===== src/rtl/fetch_pkg.sv =====
// fetch_pkg: shared types and constants for the instruction fetch controller
package fetch_pkg;
  localparam int INSTR_BYTES = 4;
  localparam int PC_W = 32;
  typedef enum logic [2:0] {S_IDLE, S_FETCH, S_STALL, S_FULL, S_FAULT} fetch_state_t;
  typedef struct packed {
    logic [PC_W-1:0] pc;
    logic [31:0]     data;
  } fetch_entry_t;
endpackage


===== src/rtl/fetch_fifo.sv =====
// fetch_fifo: prefetch FIFO of {pc, data} with flush and registered head outputs
module fetch_fifo
  import fetch_pkg::*;
#(
  parameter int DEPTH = 2
) (
  input  logic                     clk,
  input  logic                     rst_n,
  input  logic                     push,
  input  logic                     pop,
  input  logic                     flush,
  input  fetch_entry_t             wr_entry,
  output logic [$clog2(DEPTH):0]   count,
  output logic                     head_valid,
  output fetch_entry_t             head
);
  localparam int AW = $clog2(DEPTH);
  fetch_entry_t mem [DEPTH];
  logic [AW-1:0] wr_ptr, rd_ptr, rd_ptr_nx;
  logic [AW:0] count_pop, count_nx;
  logic do_push, do_pop;
  always_comb begin
    do_pop    = pop && count != '0 && !flush;
    do_push   = push && !flush && (count != (AW+1)'(DEPTH) || do_pop);
    rd_ptr_nx = rd_ptr + AW'(do_pop);
    count_pop = count - (AW+1)'(do_pop);
    count_nx  = count_pop + (AW+1)'(do_push);
  end
  // the head is refreshed on the same edge as the push, giving one-cycle fetch latency
  always_ff @(posedge clk or negedge rst_n) begin
    if (!rst_n) begin
      for (int i = 0; i < DEPTH; i++) mem[i] <= '0;
      wr_ptr     <= '0;
      rd_ptr     <= '0;
      count      <= '0;
      head_valid <= 1'b0;
      head       <= '0;
    end else if (flush) begin
      wr_ptr     <= '0;
      rd_ptr     <= '0;
      count      <= '0;
      head_valid <= 1'b0;
    end else begin
      if (do_push) begin
        mem[wr_ptr] <= wr_entry;
        wr_ptr      <= wr_ptr + AW'(1);
      end
      rd_ptr     <= rd_ptr_nx;
      count      <= count_nx;
      head_valid <= count_nx != '0;
      if (count_nx != '0) head <= count_pop == '0 ? wr_entry : mem[rd_ptr_nx];
    end
  end
endmodule


===== src/rtl/instr_fetch_ctrl.sv =====
// instr_fetch_ctrl: PC sequencing, stall-aware memory requests, prefetch buffering and redirects
module instr_fetch_ctrl
  import fetch_pkg::*;
#(
  parameter logic [31:0] RESET_PC   = 32'h0000_0000,
  parameter int          FIFO_DEPTH = 2,
  parameter int          ADDR_W     = 32
) (
  input  logic              clk,
  input  logic              rst_n,
  output logic [ADDR_W-1:0] imem_addr,
  output logic              imem_req,
  input  logic [31:0]       imem_rdata,
  input  logic              imem_stall,
  input  logic              redirect_valid,
  input  logic [ADDR_W-1:0] redirect_pc,
  output logic              inst_valid,
  output logic [31:0]       inst_data,
  output logic [ADDR_W-1:0] inst_pc,
  input  logic              inst_ready,
  output logic              fetch_fault,
  output logic [ADDR_W-1:0] fault_pc
);
  localparam int CW = $clog2(FIFO_DEPTH) + 1;
  fetch_state_t state, state_nx;
  logic [ADDR_W-1:0] pc, pc_nx, hold_addr, hold_nx, fault_pc_nx;
  logic discard, discard_nx, fault_pend, fault_pend_nx;
  logic push, flush, pop, misalign, full_after;
  logic [CW-1:0] count;
  fetch_entry_t head;
  assign imem_req    = state == S_FETCH || state == S_STALL;
  assign imem_addr   = discard ? hold_addr : pc;
  assign fetch_fault = state == S_FAULT;
  assign pop         = inst_valid && inst_ready;
  assign misalign    = redirect_pc[1:0] != 2'b00;
  assign full_after  = count == CW'(FIFO_DEPTH - 1) && !pop;
  assign inst_data   = head.data;
  assign inst_pc     = ADDR_W'(head.pc);
  always_comb begin
    state_nx      = state;
    pc_nx         = pc;
    hold_nx       = hold_addr;
    discard_nx    = discard;
    fault_pend_nx = fault_pend;
    fault_pc_nx   = fault_pc;
    push          = 1'b0;
    flush         = 1'b0;
    if (redirect_valid) begin
      flush = 1'b1;
      if (misalign) fault_pc_nx = redirect_pc;
      else pc_nx = redirect_pc;
      // a stalled read cannot be withdrawn: keep presenting it and drop its data later
      if (imem_req && imem_stall) begin
        hold_nx       = discard ? hold_addr : pc;
        discard_nx    = 1'b1;
        fault_pend_nx = misalign;
        state_nx      = S_STALL;
      end else begin
        discard_nx    = 1'b0;
        fault_pend_nx = 1'b0;
        state_nx      = misalign ? S_FAULT : S_FETCH;
      end
    end else begin
      case (state)
        S_IDLE: state_nx = S_FETCH;
        S_FETCH, S_STALL: begin
          if (imem_stall) state_nx = S_STALL;
          else if (discard) begin
            discard_nx    = 1'b0;
            fault_pend_nx = 1'b0;
            state_nx      = fault_pend ? S_FAULT : S_FETCH;
          end else begin
            push     = 1'b1;
            pc_nx    = pc + ADDR_W'(INSTR_BYTES);
            state_nx = full_after ? S_FULL : S_FETCH;
          end
        end
        S_FULL:  state_nx = pop ? S_FETCH : S_FULL;
        default: state_nx = state;
      endcase
    end
  end
  always_ff @(posedge clk or negedge rst_n) begin
    if (!rst_n) begin
      state      <= S_IDLE;
      pc         <= ADDR_W'(RESET_PC);
      hold_addr  <= '0;
      discard    <= 1'b0;
      fault_pend <= 1'b0;
      fault_pc   <= '0;
    end else begin
      state      <= state_nx;
      pc         <= pc_nx;
      hold_addr  <= hold_nx;
      discard    <= discard_nx;
      fault_pend <= fault_pend_nx;
      fault_pc   <= fault_pc_nx;
    end
  end
  fetch_fifo #(.DEPTH(FIFO_DEPTH)) u_fifo (
    .clk       (clk),
    .rst_n     (rst_n),
    .push      (push),
    .pop       (pop),
    .flush     (flush),
    .wr_entry  ('{pc: PC_W'(pc), data: imem_rdata}),
    .count     (count),
    .head_valid(inst_valid),
    .head      (head)
  );
endmodule


===== config.mk =====
export PLATFORM = sky130hd
export DESIGN_NAME = instr_fetch_ctrl
export DESIGN_NICKNAME = d
export VERILOG_FILES = /design/src/rtl/fetch_pkg.sv /design/src/rtl/fetch_fifo.sv /design/src/rtl/instr_fetch_ctrl.sv
export SDC_FILE = /design/constraint.sdc
export NUM_CORES = 1
export LEC_CHECK = 0
export BUFFER_PORTS_ARGS = -buffer_cell sky130_fd_sc_hd__buf_4
export CAP_MARGIN = 20
export CORE_UTILIZATION = 40
export DETAILED_ROUTE_END_ITERATION = 6
export PLACE_DENSITY = 0.59
export REMOVE_ABC_BUFFERS = 1
export SYNTH_ARGS = -nofsm -noshare
export SYNTH_HDL_FRONTEND = slang
export SYNTH_HIERARCHICAL = 1
export SYNTH_SLANG_ARGS = --single-unit

===== constraint.sdc =====
create_clock -name clk -period 9.1 [get_ports clk]
set_clock_uncertainty 0.15 [all_clocks]
set_input_delay 1.365 -clock clk [delete_from_list [all_inputs] [get_ports clk]]
set_output_delay 1.365 -clock clk [all_outputs]
set_load 0.01 [all_outputs]

==> results of run 1 <==
==> cell usage after synthesis (7+ instances only) <==
master	count	share of area, %
o21ai_0	58	1.9
o22ai_1	20	0.81
o21ai_1	22	0.71
a311oi_1	68	3.8
nand2_1	160	3.9
buf_1	20	0.49
nor2_1	27	0.66
a21oi_1	28	0.91
nor3_1	69	2.2
buf_4	7	0.34
clkbuf_1	54	1.3
mux2i_1	14	0.91
mux2_4	49	4.8
dfrtp_1	298	48
nand2b_1	68	2.7
a22oi_1	131	6.4
nand3_1	10	0.32
buf_2	28	0.91
mux2_2	173	13
==> sequential cells by signal (all words and copies together), names as in the netlist <==
name               flops
u_fifo/count           2
fault_pend             1
u_fifo/mem           128
fault_pc              32
u_fifo/rd_ptr          1
u_fifo/head_valid      1
u_fifo/head           64
pc                    32
u_fifo/wr_ptr          1
discard                1
hold_addr             32
state                  3
==> cells by family (layout without fill, tap and decap cells) <==
| kind of cell | Yosys count | in the layout | synth area share [%] |
|---|---|---|---|
| AO/OA/AOI/OAI | 348 | 348 | 15.7 |
| XOR/XNOR | 4 | 4 | 0.324 |
| adder cells (fa/ha/maj) | 3 | 3 | 0.243 |
| buffers and inverters | 133 | 285 | 4.56 |
| flip-flops | 298 | 298 | 48.2 |
| multiplexers | 236 | 236 | 18.3 |
| AND/OR/NAND/NOR | 384 | 384 | 12.7 |
==> cell type report <==
type | instances | share of cell area, %
tap | 511 | 3.48
multi-input combinational | 975 | 40.2
inverter | 10 | 0.205
clock buffer | 54 | 5.83
sequential | 298 | 40.7
timing repair buffer | 214 | 8.86
clock inverter | 7 | 0.736
==> per-layer routing <==
layer / GRT usage, % / wire length (um) / up-vias
met4: 6.30 / 877 / 0
met1: 31.4 / 19800 / 6068
li1: - / - / 5496
met5: 0 / 0 / -
met2: 35.6 / 20600 / 414
met3: 4.04 / 3000 / 76
==> critical path, delay by kind of cell <==
kind                     cells  cell delay [ns]
AO/OA/AOI/OAI                2             1.10
AND/OR/NAND/NOR              2             0.94
buffers and inverters        3             1.03
adder cells (fa/ha/maj)      2             0.72
==> how the worst min path moves through the flow <==
| stage | to | slack (ns) |
|---|---|---|
| after floorplan | hold_addr[0] | 0.32 |
| after global placement | fault_pc[0] | 0.31 |
| after detailed placement | fault_pc[1] | 0.33 |
| after CTS | fault_pc[1] | 0.34 |
| after global routing | hold_addr[31] | 0.36 |
| final | fault_pc[1] | 0.34 |
==> per-stage QoR <==
step                hold slack, ns  std cells  utilization, %  setup slack, ns
global route                 0.359       2069            48.5             3.88
CTS                          0.345       2069            48.5             4.16
global placement             0.314       2008            45.3             3.69
finish                       0.338       2069            48.5             4.10
floorplan                    0.324       1283               -            -2.01
detailed placement           0.330       2008            45.3             3.62
==> power by group <==
part           switching, mW  internal (mW)
clock network          0.564          0.920
registers              0.300           1.66
logic                  0.513          0.698
==> cells in the final DEF (no fill, tap or decap), types with 3 or more instances in the layout <==
cell and n:
clkbuf_16 37, mux2_4 49, nand2b_1 67, clkinv_2 3, bufinv_16 4, clkbuf_8 8
nor3_1 69, a21oi_1 28, and3_1 3, a211oi_1 4, buf_4 212, nor2_1 25
a311oi_1 68, o22ai_1 20, mux2i_1 14, inv_1 6, nand4_1 5, nor3b_1 3
o21ai_0 58, clkbuf_1 9, nor3_2 3, a31oi_1 4, nor4_2 4, inv_2 4
nand3_1 10, nor2_4 3, nor2b_1 3, nor4_1 3, ha_1 3, dfrtp_1 296
nand2_1 160, o21ai_1 20, and2_1 5, a22oi_1 131, and4_1 5, mux2_2 173
==> flow_summary.html, run 1 <==
<table>
<tr><th>Metric</th><th>Value</th></tr>
<tr><th colspan="2">Clock tree</th></tr>
<tr><td>Maximum number of buffers from clock root to sink</td><td>3</td></tr>
<tr><td>Clock Sink Count</td><td>298</td></tr>
<tr><td>TritonCTS clock tree</td><td>yes</td></tr>
<tr><td>Post-CTS setup-driven buffer insertion count</td><td>0</td></tr>
<tr><td>H-Tree Level Count</td><td>2</td></tr>
<tr><td>Clock buffer count from CTS</td><td>36</td></tr>
<tr><td>Clk pin slew, worst setup/hold paths</td><td>0.06 ns</td></tr>
<tr><td>Number of hold buffers added after cts</td><td>0</td></tr>
<tr><td>Post-cts gate resize count</td><td>0</td></tr>
<tr><td>Clock insertion delay at the later pin of the skew report</td><td>about 0.53 ns</td></tr>
<tr><td>Cell at the root of the clock tree</td><td>clkbuf_16</td></tr>
<tr><th colspan="2">Routing</th></tr>
<tr><td>Total number of vias</td><td>12100</td></tr>
<tr><td>Detail-routed via count per cell</td><td>between 5 and 6</td></tr>
<tr><td>Detailed-router iteration count before antenna repair</td><td>5</td></tr>
<tr><td>Residual antenna-violating net count after detailed routing</td><td>0</td></tr>
<tr><td>Wire length per cell after detailed routing</td><td>21.4 um</td></tr>
<tr><td>Drt first-iter violations</td><td>approximately 900</td></tr>
<tr><td>Routed wire length</td><td>44300 um</td></tr>
<tr><td>DRC violation count after routing</td><td>0</td></tr>
<tr><th colspan="2">Setup path</th></tr>
<tr><td>Worst-path fanout max</td><td>65</td></tr>
<tr><td>Setup crit start kind</td><td>primary input</td></tr>
<tr><td>Slowest cell on the critical path</td><td>o311ai_4</td></tr>
<tr><td>Worst setup path startpoint</td><td>redirect_valid</td></tr>
<tr><td>Start of the worst register-to-register path</td><td>discard</td></tr>
<tr><td>Capturing point of the worst reg2reg path</td><td>u_fifo/mem[68]</td></tr>
<tr><td>Crit path capture type</td><td>flop</td></tr>
<tr><td>FF-to-FF setup slack</td><td>4.56 ns</td></tr>
<tr><td>Startpoint-to-endpoint class of the critical path</td><td>in2reg</td></tr>
<tr><td>Length in cells of the worst reg-to-reg path</td><td>7</td></tr>
<tr><td>Data arrival time of the worst path</td><td>about 5.2 ns</td></tr>
<tr><td>Worst EP required</td><td>9.32 ns</td></tr>
<tr><td>Largest stage delay, worst path</td><td>0.90 ns</td></tr>
<tr><td>Worst Setup EP</td><td>u_fifo/head[58]</td></tr>
<tr><td>Critical path, cell by cell</td><td>buf_4 -&gt; nand2b_4 -&gt; nor2_4 -&gt; ha_1 -&gt; inv_1 -&gt; ha_1 -&gt; o311ai_4 -&gt; buf_4 -&gt; o21ai_0</td></tr>
<tr><th colspan="2">GRT</th></tr>
<tr><td>Pin count of the biggest net entering global routing</td><td>133</td></tr>
<tr><td>Vias in the first global route</td><td>about 12000</td></tr>
<tr><td>Antenna violations before repair</td><td>0</td></tr>
<tr><td>Grt total ovfl</td><td>0</td></tr>
<tr><td>Wire length of the first global-routing pass</td><td>69300 um</td></tr>
<tr><td>All-layer global routing usage</td><td>~22%</td></tr>
<tr><th colspan="2">Floorplan</th></tr>
<tr><td>Starting utilization of the core area</td><td>40.9%</td></tr>
<tr><td>Vertical extent of the die</td><td>199 um</td></tr>
<tr><td>Ports placed on the boundary</td><td>200</td></tr>
<tr><td>Width of the die</td><td>199 um</td></tr>
<tr><td>Row count</td><td>71</td></tr>
<tr><td>Floorplan die area</td><td>39500 um2</td></tr>
<tr><td>Total core area</td><td>37800 um2</td></tr>
<tr><th colspan="2">Pwr</th></tr>
<tr><td>Total power consumption of the routed design</td><td>4.66 mW</td></tr>
<tr><td>Leak pwr</td><td>around 8.1 nW</td></tr>
<tr><td>Worst vdd rail ir drop</td><td>0.133 mV</td></tr>
<tr><td>Power per unit of standard cell area</td><td>254 nW/um2</td></tr>
<tr><th colspan="2">Synth</th></tr>
<tr><td>Share of synthesized registers carrying an async set or reset</td><td>100%</td></tr>
<tr><td>Yosys cell types</td><td>61</td></tr>
<tr><td>Yosys warning total</td><td>6</td></tr>
<tr><td>Post-synth EDFFs</td><td>0</td></tr>
<tr><td>Most used flip-flop cell after synthesis</td><td>dfrtp_1</td></tr>
<tr><td>Gate count of the mapped netlist</td><td>1406</td></tr>
<tr><td>Average instance area after synthesis</td><td>around 11 um2</td></tr>
<tr><td>Post-synthesis sequential element count</td><td>~300</td></tr>
<tr><td>Post-synth design cell area</td><td>about 15000 um2</td></tr>
<tr><td>Sequential element share of the synthesized area</td><td>48.2%</td></tr>
<tr><th colspan="2">STA</th></tr>
<tr><td>Final setup violation count</td><td>0</td></tr>
<tr><td>Final worst path period need</td><td>around 5 ns</td></tr>
<tr><td>Unrepaired setup endpoints after global routing</td><td>no</td></tr>
<tr><td>Final-report hold violation count</td><td>0</td></tr>
<tr><td>Final total negative setup slack</td><td>0 ns</td></tr>
<tr><td>Fin. max-slew vios</td><td>0</td></tr>
<tr><td>Worst-margin pin slew</td><td>between 1 and 1.5 ns</td></tr>
<tr><td>Final period util</td><td>a little over half</td></tr>
<tr><td>Normalized max-slew margin</td><td>between 20% and 30%</td></tr>
<tr><td>Fmax</td><td>200 MHz</td></tr>
<tr><th colspan="2">Cells and area</th></tr>
<tr><td>Number of antenna repair diodes</td><td>0</td></tr>
<tr><td>Seq. cell area</td><td>7460 um2</td></tr>
<tr><td>Count of filler cells inserted in the layout</td><td>3493</td></tr>
<tr><td>Multi-input gate area</td><td>7380 um2</td></tr>
<tr><td>Net count reported at finish</td><td>roughly 1600</td></tr>
<tr><td>Area growth, synth to finish</td><td>18.6%</td></tr>
<tr><td>Proportion of layout cells with a drive suffix above 1</td><td>between 30% and 40%</td></tr>
<tr><td>Post-route cell area</td><td>between 15000 and 20000 um2</td></tr>
<tr><th colspan="2">Place</th></tr>
<tr><td>Global placer's final weighted congestion</td><td>0.782</td></tr>
<tr><td>Number of port buffers</td><td>between 150 and 200</td></tr>
<tr><td>Total cell area at the placement stage</td><td>17100 um2</td></tr>
<tr><td>Hpwl dp</td><td>between 20000 and 30000 um</td></tr>
<tr><th colspan="2">Run status</th></tr>
<tr><td>Status</td><td>completed</td></tr>
<tr><th colspan="2">Job</th></tr>
<tr><td>Max-capacitance violation count</td><td>0</td></tr>
<tr><th colspan="2">Worst hold path</th></tr>
<tr><td>Number of cells traversed by the worst hold path</td><td>2</td></tr>
<tr><td>Hold Path Class</td><td>reg2reg</td></tr>
<tr><td>Worst hold start</td><td>fault_pc[1]</td></tr>
</table>
Power figures use the tool's default switching activity.
==> inputs of run 2 (changes only) <==
--- a/config.mk
+++ b/config.mk
@@ -9,7 +9,7 @@
 export CAP_MARGIN = 20
 export CORE_UTILIZATION = 40
 export DETAILED_ROUTE_END_ITERATION = 6
-export PLACE_DENSITY = 0.59
+export PLACE_DENSITY = 0.61
 export REMOVE_ABC_BUFFERS = 1
 export SYNTH_ARGS = -nofsm -noshare
 export SYNTH_HDL_FRONTEND = slang
==> constraint.sdc (replaced) <==
create_clock -name clk -period 4.47 [get_ports clk]
set_clock_uncertainty 0.15 [all_clocks]
set_input_delay 0.6705 -clock clk [delete_from_list [all_inputs] [get_ports clk]]
set_output_delay 0.6705 -clock clk [all_outputs]
set_load 0.01 [all_outputs]
==> flow_summary.html, run 2 (synthesis results as in run 1) <==
<table>
<tr><th>Metric</th><th>Value</th></tr>
<tr><th colspan="2">Run status</th></tr>
<tr><td>Status</td><td>completed (unchanged)</td></tr>
<tr><th colspan="2">GRT</th></tr>
<tr><td>All-layer global routing usage</td><td>23.1% (was 22.5%)</td></tr>
<tr><td>Grt total ovfl</td><td>0 (unchanged)</td></tr>
<tr><td>Wire length of the first global-routing pass</td><td>70700 um (was 69300 um)</td></tr>
<tr><td>Pin count of the biggest net entering global routing</td><td>115 (was 133)</td></tr>
<tr><td>Vias in the first global route</td><td>12200 (was 12000)</td></tr>
<tr><td>Antenna violations before repair</td><td>0 (unchanged)</td></tr>
<tr><th colspan="2">Clock tree</th></tr>
<tr><td>Number of hold buffers added after cts</td><td>0 (unchanged)</td></tr>
<tr><td>Clock insertion delay at the later pin of the skew report</td><td>0.52 ns (was 0.53 ns)</td></tr>
<tr><td>Clock Sink Count</td><td>298 (unchanged)</td></tr>
<tr><td>Cell at the root of the clock tree</td><td>clkbuf_16 (unchanged)</td></tr>
<tr><td>Clock buffer count from CTS</td><td>35 (was 36)</td></tr>
<tr><td>Post-CTS setup-driven buffer insertion count</td><td>0 (unchanged)</td></tr>
<tr><td>H-Tree Level Count</td><td>2 (unchanged)</td></tr>
<tr><td>Clk pin slew, worst setup/hold paths</td><td>0.06 ns (about the same)</td></tr>
<tr><td>Maximum number of buffers from clock root to sink</td><td>3 (unchanged)</td></tr>
<tr><td>Post-cts gate resize count</td><td>0 (unchanged)</td></tr>
<tr><td>TritonCTS clock tree</td><td>yes (unchanged)</td></tr>
<tr><th colspan="2">Routing</th></tr>
<tr><td>Detail-routed via count per cell</td><td>5.81 (was 5.83)</td></tr>
<tr><td>Total number of vias</td><td>12100 (about the same)</td></tr>
<tr><td>Residual antenna-violating net count after detailed routing</td><td>0 (unchanged)</td></tr>
<tr><td>Detailed-router iteration count before antenna repair</td><td>5 (unchanged)</td></tr>
<tr><td>Routed wire length</td><td>45200 um (was 44300 um)</td></tr>
<tr><td>Drt first-iter violations</td><td>792 (was 902)</td></tr>
<tr><td>Wire length per cell after detailed routing</td><td>21.7 um (was 21.4 um)</td></tr>
<tr><td>DRC violation count after routing</td><td>0 (unchanged)</td></tr>
<tr><th colspan="2">STA</th></tr>
<tr><td>Unrepaired setup endpoints after global routing</td><td>no (unchanged)</td></tr>
<tr><td>Fin. max-slew vios</td><td>0 (unchanged)</td></tr>
<tr><td>Final setup violation count</td><td>0 (unchanged)</td></tr>
<tr><td>Normalized max-slew margin</td><td>25.6% (about the same)</td></tr>
<tr><td>Final worst path period need</td><td>3.11 ns</td></tr>
<tr><td>Final period util</td><td>69.7%</td></tr>
<tr><td>Fmax</td><td>321 MHz</td></tr>
<tr><td>Worst-margin pin slew</td><td>1.12 ns (about the same)</td></tr>
<tr><td>Final-report hold violation count</td><td>0 (unchanged)</td></tr>
<tr><td>Post-route setup slack</td><td>1.36 ns (was 4.10 ns)</td></tr>
<tr><th colspan="2">Setup path</th></tr>
<tr><td>Worst EP required</td><td>4.70 ns (was 9.32 ns)</td></tr>
<tr><td>Data arrival time of the worst path</td><td>3.34 ns (was 5.21 ns)</td></tr>
<tr><td>Slowest cell on the critical path</td><td>dfrtp_1 (was o311ai_4)</td></tr>
<tr><td>Setup crit start kind</td><td>flop (was primary input)</td></tr>
<tr><td>Largest stage delay, worst path</td><td>0.48 ns (was 0.90 ns)</td></tr>
<tr><td>Crit path capture type</td><td>flop (unchanged)</td></tr>
<tr><td>Worst-path fanout max</td><td>20 (was 65)</td></tr>
<tr><td>Cell repeated most along the worst path</td><td>o21ai_0</td></tr>
<tr><td>Critical path, cell by cell</td><td>xor2_1 -&gt; nand2_1 -&gt; inv_2 -&gt; o311a_4 -&gt; ha_1 -&gt; nor2_1 -&gt; o21ai_0 -&gt; o311ai_4 -&gt; buf_4 -&gt; o21ai_0 (was buf_4 -&gt; nand2b_4 -&gt; nor2_4 -&gt; ha_1 -&gt; inv_1 -&gt; ha_1 -&gt; o311ai_4 -&gt; buf_4 -&gt; o21ai_0)</td></tr>
<tr><td>Startpoint-to-endpoint class of the critical path</td><td>reg2reg (was in2reg)</td></tr>
<tr><th colspan="2">Place</th></tr>
<tr><td>Cell total after placement</td><td>2020 (was 2008)</td></tr>
<tr><td>Hpwl dp</td><td>27200 um (was 25400 um)</td></tr>
<tr><td>Number of port buffers</td><td>199 (unchanged)</td></tr>
<tr><td>Global placer's final weighted congestion</td><td>0.815 (was 0.782)</td></tr>
<tr><td>Worst setup slack after placement</td><td>0.884 ns (was 3.62 ns)</td></tr>
<tr><th colspan="2">Cells and area</th></tr>
<tr><td>Count of filler cells inserted in the layout</td><td>3494 (was 3493)</td></tr>
<tr><td>Non-filler cells, final</td><td>2083 (was 2069)</td></tr>
<tr><td>Most common cell after layout, fill and taps aside</td><td>dfrtp_1 (unchanged)</td></tr>
<tr><td>Area growth, synth to finish</td><td>19.6% (was 18.6%)</td></tr>
<tr><td>Top flop regs</td><td>u_fifo/mem: 128 flops, u_fifo/head: 64 flops (unchanged)</td></tr>
<tr><td>Commonest cells after routing, fill and taps aside</td><td>dfrtp_1 (296), buf_4 (216), mux2_2 (173) (was dfrtp_1 (296), buf_4 (212), mux2_2 (173))</td></tr>
<tr><td>Register ranked first by flip-flop count</td><td>u_fifo/mem (unchanged)</td></tr>
<tr><td>Number of antenna repair diodes</td><td>0 (unchanged)</td></tr>
<tr><td>Largest register FFs</td><td>128 (unchanged)</td></tr>
<tr><td>Proportion of layout cells with a drive suffix above 1</td><td>34.2% (was 33.6%)</td></tr>
<tr><td>Net count reported at finish</td><td>1619 (was 1607)</td></tr>
<tr><th colspan="2">Floorplan</th></tr>
<tr><td>Floorplan die area</td><td>39500 um2 (unchanged)</td></tr>
<tr><td>Total core area</td><td>37800 um2 (unchanged)</td></tr>
<tr><td>Width of the die</td><td>199 um (unchanged)</td></tr>
<tr><td>Vertical extent of the die</td><td>199 um (unchanged)</td></tr>
<tr><td>Ports placed on the boundary</td><td>200 (unchanged)</td></tr>
<tr><td>Starting utilization of the core area</td><td>40.9% (unchanged)</td></tr>
<tr><td>Row count</td><td>71 (unchanged)</td></tr>
<tr><th colspan="2">Pwr</th></tr>
<tr><td>Combinational Power Share</td><td>27.0% (was 26.0%)</td></tr>
<tr><td>Leak pwr</td><td>8.17 nW (was 8.09 nW)</td></tr>
<tr><td>Net switching share of the total power</td><td>30.1% (was 29.5%)</td></tr>
<tr><td>Power per unit of standard cell area</td><td>506 nW/um2 (was 254 nW/um2)</td></tr>
<tr><td>Relative contribution of sequential cells to total power</td><td>42.4% (was 42.2%)</td></tr>
<tr><td>Worst vdd rail ir drop</td><td>0.255 mV (was 0.133 mV)</td></tr>
<tr><td>Clock share of power</td><td>30.6% (was 31.9%)</td></tr>
<tr><td>Switch Pwr</td><td>2.82 mW (was 1.38 mW)</td></tr>
<tr><td>Internal power</td><td>6.55 mW (was 3.28 mW)</td></tr>
<tr><th colspan="2">Job</th></tr>
<tr><td>Max-capacitance violation count</td><td>0 (unchanged)</td></tr>
<tr><th colspan="2">Worst hold path</th></tr>
<tr><td>Hold Path Class</td><td>in2async (was reg2reg)</td></tr>
</table>
## run 2: final timing paths
check / start / slack [ns] / depth (start not counted) / to
max: state[1] / 1.36 / 10 / u_fifo/head[63]
min: rst_n / 0.06 / 1 / u_fifo/mem[77]
max reg2reg: state[1] / 1.36 / 10 / u_fifo/head[63]
min reg2reg: hold_addr[20] / 0.35 / 1 / hold_addr[20]
max in group asynchronous: rst_n / 3.01 / 2 / pc[25]
min in group clk: redirect_pc[19] / 0.25 / 2 / fault_pc[19]
## run 2: power by group through the flow
stage                     clock network [mW]  registers, mW  logic, mW
after CTS                               2.92           3.97       2.56
after global routing                    3.04           4.07       2.78
final                                   2.86           3.97       2.53
after detailed placement                   0           4.01       2.55
after global placement                     0           3.99       2.49
after floorplan                            0           3.99       1.34
## run 2: metal layers
metal	GRT usage [%]	part of all wire, %	vias up
li1	-	-	5498
met1	31.5	45	6150
met2	36.8	46	392
met3	4.22	6.1	69
met4	7.52	2.4	0
met5	0	0	-
## run 2: final cells by class
class	count	area (um2)	area share (%)
clock inverters	11	105	0.568
clock buffers	51	1040	5.61
well taps	511	639	3.45
repair buffers	227	1840	9.92
flip-flops and latches	298	7460	40.3
inverters	10	37.5	0.203
multi-input cells	975	7390	39.9
## run 2: worst max-delay path, delay by kind of cell (launching register included)
family	cells	cell delay, ns
AOI/OAI and AO/OA	4	0.76
xor gates and xnor gates	1	0.34
adders and majority gates	1	0.31
buffers and inverters	2	0.48
DFF	1	0.48
and+or+nand+nor	2	0.45
## run 2: metrics by stage
stage	TNS, ns	power, mW	util (%)	hold slack, ns	cell area (um2)
floorplan	-413.02	5.32	-	0.225	14800
CTS	0	9.46	48.9	0.122	18500
global placement	0	6.48	45.8	0.331	17300
global route	0	9.89	48.9	0.122	18500
finish	0	9.37	48.9	0.0591	18500
detailed placement	0	6.57	45.8	0.327	17300
==> inputs of run 3 (changes only) <==
--- a/config.mk
+++ b/config.mk
@@ -9,7 +9,7 @@
 export CAP_MARGIN = 20
 export CORE_UTILIZATION = 40
 export DETAILED_ROUTE_END_ITERATION = 6
-export PLACE_DENSITY = 0.61
+export PLACE_DENSITY = 0.59
 export REMOVE_ABC_BUFFERS = 1
 export SYNTH_ARGS = -nofsm -noshare
 export SYNTH_HDL_FRONTEND = slang
==> constraint.sdc (replaced) <==
create_clock -name clk -period 3 [get_ports clk]
set_clock_uncertainty 0.15 [all_clocks]
set_input_delay 0.45 -clock clk [delete_from_list [all_inputs] [get_ports clk]]
set_output_delay 0.45 -clock clk [all_outputs]
set_load 0.01 [all_outputs]
==> flow_summary.html, run 3 (synthesis results as in run 1) <==
<table>
<tr><th>Metric</th><th>Value</th></tr>
<tr><th colspan="2">Floorplan</th></tr>
<tr><td>Vertical extent of the die</td><td>199 um (unchanged)</td></tr>
<tr><td>Floorplan die area</td><td>39500 um2 (unchanged)</td></tr>
<tr><td>Width of the die</td><td>199 um (unchanged)</td></tr>
<tr><td>Ports placed on the boundary</td><td>200 (unchanged)</td></tr>
<tr><td>Starting utilization of the core area</td><td>40.9% (unchanged)</td></tr>
<tr><td>Row count</td><td>71 (unchanged)</td></tr>
<tr><td>Total core area</td><td>37800 um2 (unchanged)</td></tr>
<tr><th colspan="2">Setup path</th></tr>
<tr><td>Setup crit start kind</td><td>flop (unchanged)</td></tr>
<tr><td>Length in cells of the worst reg-to-reg path</td><td>11 (was 10)</td></tr>
<tr><td>Data arrival time of the worst path</td><td>3.09 ns (was 3.34 ns)</td></tr>
<tr><td>Worst EP required</td><td>3.28 ns (was 4.70 ns)</td></tr>
<tr><td>Crit path capture type</td><td>flop (unchanged)</td></tr>
<tr><td>FF-to-FF setup slack</td><td>0.19 ns (was 1.36 ns)</td></tr>
<tr><td>Start of the worst register-to-register path</td><td>u_fifo/head_valid (was state[1])</td></tr>
<tr><td>Startpoint-to-endpoint class of the critical path</td><td>reg2reg (unchanged)</td></tr>
<tr><td>Capturing point of the worst reg2reg path</td><td>u_fifo/head[31] (was u_fifo/head[63])</td></tr>
<tr><td>Worst-path fanout max</td><td>19 (was 20)</td></tr>
<tr><th colspan="2">GRT</th></tr>
<tr><td>Pin count of the biggest net entering global routing</td><td>87 (was 115)</td></tr>
<tr><td>Vias in the first global route</td><td>12300 (was 12200)</td></tr>
<tr><td>Grt total ovfl</td><td>0 (unchanged)</td></tr>
<tr><td>Antenna violations before repair</td><td>0 (unchanged)</td></tr>
<tr><td>All-layer global routing usage</td><td>22.9% (was 23.1%)</td></tr>
<tr><td>Wire length of the first global-routing pass</td><td>70500 um (was 70700 um)</td></tr>
<tr><th colspan="2">Clock tree</th></tr>
<tr><td>Post-CTS setup-driven buffer insertion count</td><td>0 (unchanged)</td></tr>
<tr><td>H-Tree Level Count</td><td>2 (unchanged)</td></tr>
<tr><td>Cell at the root of the clock tree</td><td>clkbuf_16 (unchanged)</td></tr>
<tr><td>TritonCTS clock tree</td><td>yes (unchanged)</td></tr>
<tr><td>Maximum number of buffers from clock root to sink</td><td>3 (unchanged)</td></tr>
<tr><td>Clock buffer count from CTS</td><td>36 (was 35)</td></tr>
<tr><td>Clock insertion delay at the later pin of the skew report</td><td>0.53 ns (was 0.52 ns)</td></tr>
<tr><td>Clk pin slew, worst setup/hold paths</td><td>0.06 ns (about the same)</td></tr>
<tr><td>Clock Sink Count</td><td>298 (unchanged)</td></tr>
<tr><th colspan="2">Pwr</th></tr>
<tr><td>Total power consumption of the routed design</td><td>14.1 mW (was 9.37 mW)</td></tr>
<tr><td>Power per unit of standard cell area</td><td>746 nW/um2 (was 506 nW/um2)</td></tr>
<tr><td>Leak pwr</td><td>8.35 nW (was 8.17 nW)</td></tr>
<tr><td>Worst vdd rail ir drop</td><td>0.444 mV (was 0.255 mV)</td></tr>
<tr><th colspan="2">STA</th></tr>
<tr><td>Unrepaired setup endpoints after global routing</td><td>no (unchanged)</td></tr>
<tr><td>Normalized max-slew margin</td><td>38.2% (was 25.6%)</td></tr>
<tr><td>Final setup violation count</td><td>0 (unchanged)</td></tr>
<tr><td>Post-route setup slack</td><td>0.187 ns (was 1.36 ns)</td></tr>
<tr><td>Final worst path period need</td><td>2.81 ns (was 3.11 ns)</td></tr>
<tr><td>Worst-margin pin slew</td><td>0.927 ns (was 1.12 ns)</td></tr>
<tr><td>Fin. max-slew vios</td><td>0 (unchanged)</td></tr>
<tr><td>Final period util</td><td>93.8% (was 69.7%)</td></tr>
<tr><td>Fmax</td><td>355 MHz (was 321 MHz)</td></tr>
<tr><td>Final-report hold violation count</td><td>0 (unchanged)</td></tr>
<tr><th colspan="2">Run status</th></tr>
<tr><td>Status</td><td>completed (unchanged)</td></tr>
<tr><th colspan="2">Routing</th></tr>
<tr><td>Residual antenna-violating net count after detailed routing</td><td>0 (unchanged)</td></tr>
<tr><td>Drt first-iter violations</td><td>880 (was 792)</td></tr>
<tr><td>Detailed-router iteration count before antenna repair</td><td>6 (was 5)</td></tr>
<tr><td>Total number of vias</td><td>12100 (about the same)</td></tr>
<tr><td>Wire length per cell after detailed routing</td><td>21.2 um (was 21.7 um)</td></tr>
<tr><td>Detail-routed via count per cell</td><td>5.74 (was 5.81)</td></tr>
<tr><td>DRC violation count after routing</td><td>0 (unchanged)</td></tr>
<tr><td>Routed wire length</td><td>44900 um (was 45200 um)</td></tr>
<tr><th colspan="2">Cells and area</th></tr>
<tr><td>Net count reported at finish</td><td>1649 (was 1619)</td></tr>
<tr><td>Most common cell after layout, fill and taps aside</td><td>dfrtp_1 (unchanged)</td></tr>
<tr><td>Count of filler cells inserted in the layout</td><td>3455 (was 3494)</td></tr>
<tr><td>Proportion of layout cells with a drive suffix above 1</td><td>35.4% (was 34.2%)</td></tr>
<tr><td>Top flop regs</td><td>u_fifo/mem: 128 flops, u_fifo/head: 64 flops (unchanged)</td></tr>
<tr><td>Number of antenna repair diodes</td><td>0 (unchanged)</td></tr>
<tr><td>Share of the core filled with cells in the final layout</td><td>49.8% (was 48.9%)</td></tr>
<tr><td>Register ranked first by flip-flop count</td><td>u_fifo/mem (unchanged)</td></tr>
<tr><td>Non-filler cells, final</td><td>2112 (was 2083)</td></tr>
<tr><td>Largest register FFs</td><td>128 (unchanged)</td></tr>
<tr><td>Area growth, synth to finish</td><td>21.8% (was 19.6%)</td></tr>
<tr><td>Commonest cells after routing, fill and taps aside</td><td>dfrtp_1 (296), buf_4 (236), mux2_2 (173) (was dfrtp_1 (296), buf_4 (216), mux2_2 (173))</td></tr>
<tr><th colspan="2">Place</th></tr>
<tr><td>Cell total after placement</td><td>2048 (was 2020)</td></tr>
<tr><td>Worst setup slack after placement</td><td>-0.00881 ns (was 0.884 ns)</td></tr>
<tr><td>Hpwl dp</td><td>28000 um (was 27200 um)</td></tr>
<tr><td>Global placer's final weighted congestion</td><td>0.769 (was 0.815)</td></tr>
<tr><td>Number of port buffers</td><td>199 (unchanged)</td></tr>
<tr><th colspan="2">Worst hold path</th></tr>
<tr><td>End point of the most critical hold path</td><td>u_fifo/head[11]</td></tr>
<tr><td>Worst hold start</td><td>imem_rdata[11]</td></tr>
<tr><td>Number of cells traversed by the worst hold path</td><td>3</td></tr>
<tr><td>Hold Path Class</td><td>in2reg (was in2async)</td></tr>
<tr><th colspan="2">Job</th></tr>
<tr><td>Max-capacitance violation count</td><td>0 (unchanged)</td></tr>
</table>
-- run 3: layer usage --
metal / up-vias / GRT usage (%) / routed length [um]
li1: 5568 / - / -
met1: 6093 / 31.6 / 20400
met2: 386 / 36.8 / 20800
met3: 66 / 3.88 / 2800
met4: 0 / 6.44 / 895
met5: - / 0 / 0
-- run 3: what timing repair did --
action / in CTS / in global routing
endpoints found under the hold margin: 78 / 0
hold buffers: 2 / 0
resized for setup: 0 / 1
setup endpoints to repair: 0 / 47
-- run 3: stage by stage --
step	hold WS (ns)	instance area, um2	TNS (ns)
final	0.0160	18800	0
after global routing	0.00275	18800	0
after CTS	0.00163	18800	0
after detailed placement	0.325	17600	-0.00881
after global placement	0.316	17600	0
after floorplan	0.00441	14800	-590.08
-- run 3: critical path: stages, from the launching register on --
cell and delay [ns]:
dfrtp_1 0.39, and2_1 0.20, nand2b_4 0.09, nor2_4 0.04, ha_1 0.28, inv_1 0.06
ha_1 0.41, nor2_1 0.11, o21ai_0 0.31, o311ai_4 0.22, buf_4 0.26, o21ai_0 0.19
-- run 3: power by group --
group	total (mW)	internal, mW	leakage, nW	switching [mW]
logic	3.85	2.17	3.89	1.68
clock network	4.33	2.62	0.579	1.71
registers	5.88	5.05	3.88	0.824
-- run 3: final cells by class --
class	count	area, um2	share of cell area (%)
multi-input combinational	975	7390	39.2
clock buffer	56	1110	5.88
sequential	298	7460	39.6
timing repair buffer	256	2150	11.4
clock inverter	6	62.6	0.332
inverter	10	37.5	0.199
tap	511	639	3.39
-- run 3: how the worst max path moves through the flow --
stage | start | to | slack, ns | depth (start not counted)
finish | u_fifo/head_valid | u_fifo/head[31] | 0.19 | 11
global route | u_fifo/head_valid | u_fifo/head[53] | 0.01 | 11
CTS | u_fifo/head_valid | u_fifo/head[63] | 0.14 | 11
detailed placement | redirect_valid | u_fifo/head[63] | -0.009 | 11
global placement | redirect_valid | u_fifo/head[0] | 0.06 | 11
floorplan | u_fifo/count[1] | u_fifo/head[10] | -7.85 | 9
